===== src/rtl/pipe_skid_reg.sv =====
// Two-entry pipeline stage register with a valid/ready handshake on both sides.
// A skid slot absorbs the stall cycle, so in_ready_o depends only on registered state.
module pipe_skid_reg #(
  parameter int unsigned WIDTH = 16
) (
  input  logic             clk,
  input  logic             rst,
  input  logic             flush,
  input  logic             in_valid,
  input  logic [WIDTH-1:0] in_data,
  output logic             in_ready,
  output logic             out_valid,
  output logic [WIDTH-1:0] out_data,
  input  logic             out_ready,
  output logic [1:0]       occupancy
);

  typedef enum logic [1:0] {
    EMPTY = 2'd0,
    ONE   = 2'd1,
    FULL  = 2'd2
  } state_t;

  state_t           state_q, state_d;
  logic [WIDTH-1:0] main_q, main_d;
  logic [WIDTH-1:0] skid_q, skid_d;
  logic             acc, take;

  // All outputs decode straight from registered state, so no input reaches an output.
  assign out_valid = (state_q != EMPTY);
  assign in_ready  = (state_q != FULL);
  assign out_data  = main_q;
  assign occupancy = state_q;

  assign acc  = in_valid && in_ready;
  assign take = out_valid && out_ready;

  always_comb begin
    state_d = state_q;
    main_d  = main_q;
    skid_d  = skid_q;
    unique case (state_q)
      EMPTY: begin
        if (acc) begin
          state_d = ONE;
          main_d  = in_data;
        end
      end
      ONE: begin
        if (acc && take) begin
          main_d = in_data;
        end else if (acc) begin
          state_d = FULL;
          skid_d  = in_data;
        end else if (take) begin
          state_d = EMPTY;
        end
      end
      FULL: begin
        if (take) begin
          state_d = ONE;
          main_d  = skid_q;
        end
      end
      default: state_d = EMPTY;
    endcase
    // Flush only drops the valid state; data registers keep their contents.
    if (flush) begin
      state_d = EMPTY;
    end
  end

  always_ff @(negedge clk) begin
    if (rst) begin
      state_q <= EMPTY;
      main_q  <= '0;
    end else begin
      state_q <= state_d;
      main_q  <= main_d;
    end
  end

  always_ff @(negedge clk) begin
    skid_q <= skid_d;
  end

endmodule

===== config.mk =====
export PLATFORM = sky130hd
export DESIGN_NAME = pipe_skid_reg
export DESIGN_NICKNAME = d
export VERILOG_FILES = /design/src/rtl/pipe_skid_reg.sv
export SDC_FILE = /design/constraint.sdc
export NUM_CORES = 1
export LEC_CHECK = 0
export BUFFER_PORTS_ARGS = -buffer_cell sky130_fd_sc_hd__buf_2
export CAP_MARGIN = 25
export CORE_ASPECT_RATIO = 1.1
export CORE_MARGIN = 2
export CORE_UTILIZATION = 46
export CTS_CLUSTER_DIAMETER = 200
export DETAILED_ROUTE_END_ITERATION = 7
export PLACE_DENSITY = 0.82
export SLEW_MARGIN = 20
export SYNTH_ARGS = -nofsm -noshare
export SYNTH_HDL_FRONTEND = slang
export SYNTH_SLANG_ARGS = --single-unit
export TNS_END_PERCENT = 50

===== constraint.sdc =====
create_clock -name clk -period 2.9 [get_ports clk]
set_clock_uncertainty 0.15 [all_clocks]
set_input_delay 0.145 -clock clk [delete_from_list [all_inputs] [get_ports clk]]
set_output_delay 0.145 -clock clk [all_outputs]
set_load 0.02 [all_outputs]

* After elaboration in Yosys (flattened, before gate mapping) *
Cells that the tools add are included.

operators by class
  reduce and logical (&&, ||, !) cells = 10
  equal/unequal tests = 8
  bitwise operators = 1
  mux-type cells = 10

operators with widths
  kind                                                                    number
  16-bit 2-to-1 mux                                                       3
  16-bit case mux with 3 select lines                                     1
  2-bit 2-to-1 mux                                                        5
  2-bit inequality test (second input constant)                           5
  4-bit AND reduction                                                     2
  2-bit case mux with 3 select lines                                      1
  1-bit logical AND                                                       3
  3-bit inequality test (second input constant)                           1
  3-bit AND reduction                                                     1
  3-bit nonzero test                                                      1
  2-bit by 1-bit equality test with 1-bit output (second input constant)  1
  2-bit equality test (second input constant)                             1
  2-bit logical NOT                                                       1
  2-bit nonzero test                                                      1
  2-bit OR reduction                                                      1
  1-bit NOT                                                               1

word-level totals
  input bits = 21
  output and inout port bits = 20
  flip-flop bits (word level) = 34
  logic and storage cells = 32

* Logic depth before layout (Yosys ltp) *
  depth after elaboration = 6
  depth in mapped cells = 5
  gate-level depth less buffers = 3

==> summary.md <==
Floorplanning
* **standard cell core area** 3050 sq um
* **effective utilization at floorplan** 48.5%
* **total I/O pin count** 41
* **full die area** 3680 sq um
* **DIE WIDTH** 58.0 um
* **height of the chip** 63.4 um
* **number of rows in the core area** 21

STA
* **Slew Limit Fails** 0
* **Final Hold Viols** 0
* **final setup slack of the worst path** 0.0358 ns
* **measured slew at the worst slew-check pin** 0.440 ns
* **Max-Slew Margin vs Limit** 70.7%
* **final sum of negative setup slack** 0 ns
* **setup repair after global routing missed its margin** true
* **Setup-failing EPs final** 0

Power and ir drop
* **worst supply voltage drop on vdd** 0.405 mV
* **switching portion of total power** 34.6%
* **total power after layout** 1.14 mW
* **power density relative to cell area** 586 nW/um^2
* **Lkg Pwr** 0.865 nW
* **internal power** 0.747 mW
* **Logic pwr share** 13.9%
* **share of power burned in the clock network** 38.6%
* **sequential group share of total power** 47.5%
* **net switching power** 0.395 mW

Drt
* **WL final** 3340 um
* **average wire length per cell after detail routing** 15.1 um
* **First DRT Iteration DRCs** 21
* **Vias** 1,201
* **post-route antenna net violation count** 0
* **DRT Pass-1 Iters** 4
* **Residual DRC** 0
* **via density per instance** 5.41

Synth
* **arithmetic-cell share of the synthesized area counting full adders, half adders and majority gates** 0%
* **average cell area after synthesis** 13.8 sq um
* **ranking of synthesized cells by instance count** sky130_fd_sc_hd__a211oi_1, sky130_fd_sc_hd__dfxtp_1, sky130_fd_sc_hd__edfxtp_1, sky130_fd_sc_hd__mux2i_1, sky130_fd_sc_hd__a211oi_2
* **library cell with the highest instance count after synthesis** sky130_fd_sc_hd__a211oi_1
* **count of mapped cells out of synthesis** 107
* **unique cell type count in the Yosys netlist** 22
* **number of synthesized register bits** 34
* **combinational family with the most area after synthesis** compound AO/OA/AOI/OAI gates
* **number of nets in the synthesized netlist** 128
* **Synth async-reset ratio** 0%
* **cells taking the most area after synthesis** sky130_fd_sc_hd__edfxtp_1, sky130_fd_sc_hd__dfxtp_1, sky130_fd_sc_hd__a211oi_1
* **post-synth design cell area** 1480 sq um
* **xor-xnor portion of the synthesized cell area** 0%
* **dominant register cell in the synthesized netlist** sky130_fd_sc_hd__dfxtp_1
* **Synth top area share** 32.5%
* **post-synthesis cell type with the largest combined area** sky130_fd_sc_hd__edfxtp_1
* **simple logic cell fraction of the synthesized area** 3.73%
* **number of enable flip-flop cells after synthesis** 16
* **mux share of post-synthesis cell area** 11.9%
* **yosys warns** 0
* **sequential fraction of the synthesis area** 56.9%
* **complex-gate fraction of the synthesized area** 22.3%

Clock network
* **clock slew at reported path FFs** 0.04 ns
* **buffers from clock root to sink, at most** 2
* **Clk Tree Root Cell** sky130_fd_sc_hd__clkbuf_4
* **clock buffer count from CTS** 5
* **Num Clock Sinks** 34
* **deepest level of the CTS H-tree** 2
* **clock tree from TritonCTS** built
* **clock latency of the later-clocked register in the worst-skew pair** 0.41 ns

Global route
* **Global Route Usage Sum** 19.9%
* **number of antenna violations at the first check in global routing** 0
* **number of global-route vias before repair** 1,298
* **wire length of the first global-routing pass** 5490 um
* **largest net degree at the start of global routing** 20
* **GR Overflow Total** 0

Worst hold path
* **hold_sp** out_data[5]$_SDFFE_NP0P_
* **Endpoint, Worst Hold** out_data[5]$_SDFFE_NP0P_
* **worst hold stages** 2
* **Tightest Hold Check Type** register to register

Final layout
* **area occupied by multi-input gates** 577 sq um
* **area growth from synthesis to layout** 32.0%
* **Final #Nets** 208
* **area used by sequential logic in the layout** 848 sq um
* **fill cell total of the finished layout** 252
* **share of final-layout standard cells stronger than drive strength 1** 39.9%
* **diode count** 0

Critical path
* **Register-to-Register Path Depth** 5
* **required time of the critical path** 2.61 ns
* **Critical Path End Type** output port
* **cell-by-cell trace of the critical path** and2b_1 -> inv_2 -> buf_6
* **data arrival time of the critical path** 2.57 ns
* **cell with the largest stage delay on the worst path** sky130_fd_sc_hd__dfxtp_4
* **delay-heaviest family, CP** flip-flops
* **start-to-end type of the worst setup path** register to output port
* **stage delay of the slowest cell on the critical path** 0.35 ns
* **FF-to-FF setup slack** 1.13 ns
* **worst flop-to-flop path endpoint** out_data[11]$_SDFFE_NP0P_
* **largest driver fanout on the critical path** 5
* **Reg2Reg Launch Point** occupancy[1]$_SDFFE_NP0P_
* **Worst setup SP type** register
* **Crit path buffers/inverters** 2

Placed design
* **final weighted congestion in routability-driven placement** 0.682
* **dpl ws** -0.0272 ns
* **Port Buf Inserts** 40
* **post-DP HPWL** 2170 um

Outcome
* **status** finished, final reports clean

Job
* **max-cap violations** 0

## power groups by stage
stage	sequential [mW]	combinational [mW]	clock, mW
2_1_floorplan	0.575	0.0763	0.0731
3_3_place_gp	0.550	0.147	0.0731
3_5_place_dp	0.551	0.154	0.0731
4_1_cts	0.542	0.160	0.463
5_1_grt	0.544	0.172	0.504
6_report	0.543	0.159	0.441
## how the worst max path moves through the flow
stage / from / end / slack [ns] / cells after the start
after floorplan: out_ready / skid_q[0]$_DFFE_NP_ / 0.13 / 1
after global placement: in_valid / out_data[10]$_SDFFE_NP0P_ / 0.03 / 5
after detailed placement: in_valid / out_data[11]$_SDFFE_NP0P_ / -0.03 / 5
after CTS: occupancy[0]$_SDFFE_NP0P_ / in_ready / 0.006 / 3
after global routing: occupancy[0]$_SDFFE_NP0P_ / in_ready / -0.02 / 3
final: occupancy[0]$_SDFFE_NP0P_ / in_ready / 0.04 / 3
## layer usage
| layer | up-vias | track usage (%) | wire (um) |
|---|---|---|---|
| met5 | - | 0 | 0 |
| met4 | 0 | 10.5 | 48 |
| met3 | 6 | 10.1 | 245 |
| met2 | 47 | 32.0 | 1700 |
| met1 | 564 | 20.9 | 1350 |
| li1 | 584 | - | - |
## area by class of cell
type | count | share of cell area (%)
flip-flops and latches | 34 | 43.5
multi-input cells | 61 | 29.6
repair buffers | 49 | 15.0
clock inverters | 37 | 7.44
well taps | 34 | 2.18
clock buffers | 5 | 1.92
inverters | 2 | 0.385
## cells in the final DEF, fill, tap and decap left out, drive strengths merged
| cell type | instances |
|---|---|
| nand2 | 2 |
| inv | 38 |
| or2 | 1 |
| and2b | 1 |
| or3b | 1 |
| a2111oi | 1 |
| and3b | 1 |
| clkbuf | 5 |
| clkinvlp | 1 |
| buf | 49 |
| nand3b | 1 |
| a211oi | 33 |
| a21o | 2 |
| dfxtp | 18 |
| mux2i | 16 |
| nor4b | 1 |
| edfxtp | 16 |
| mux2 | 1 |
## state kept, by name, indices dropped and copies added (netlist names)
signal,count
occupancy,2
out_data,16
skid_q,16
## repair_timing
item                                   CTS  global route
buffers inserted                         3             1
cloned                                   0             0
endpoints found under the hold margin    0             0
hold buffers                             0             0
pin swaps                                0             1
setup endpoints to repair                2             2
gates resized for setup                  7             2
## per-stage QoR
step / cells / util (%) / hold WS [ns] / cell area, sq um
5_1_grt: 222 / 64.0 / 0.473 / 1950
2_1_floorplan: 107 / - / 0.442 / 1490
4_1_cts: 221 / 63.5 / 0.440 / 1940
3_3_place_gp: 177 / 56.4 / 0.391 / 1720
3_5_place_dp: 177 / 56.4 / 0.431 / 1720
6_report: 222 / 64.0 / 0.430 / 1950
## cell families after synthesis
| group | Yosys count |
|---|---|
| buffers and inverters | 12 |
| flip-flops | 34 |
| AO/OA/AOI/OAI | 36 |
| AND/OR/NAND/NOR | 8 |
| multiplexers | 17 |
## worst min-delay path, stage by stage, from the launching register on
cell,delay [ns]
sky130_fd_sc_hd__dfxtp_1,0.31
sky130_fd_sc_hd__a211oi_1,0.05
sky130_fd_sc_hd__a211oi_2,0.17
Power figures use the tool's default switching activity.
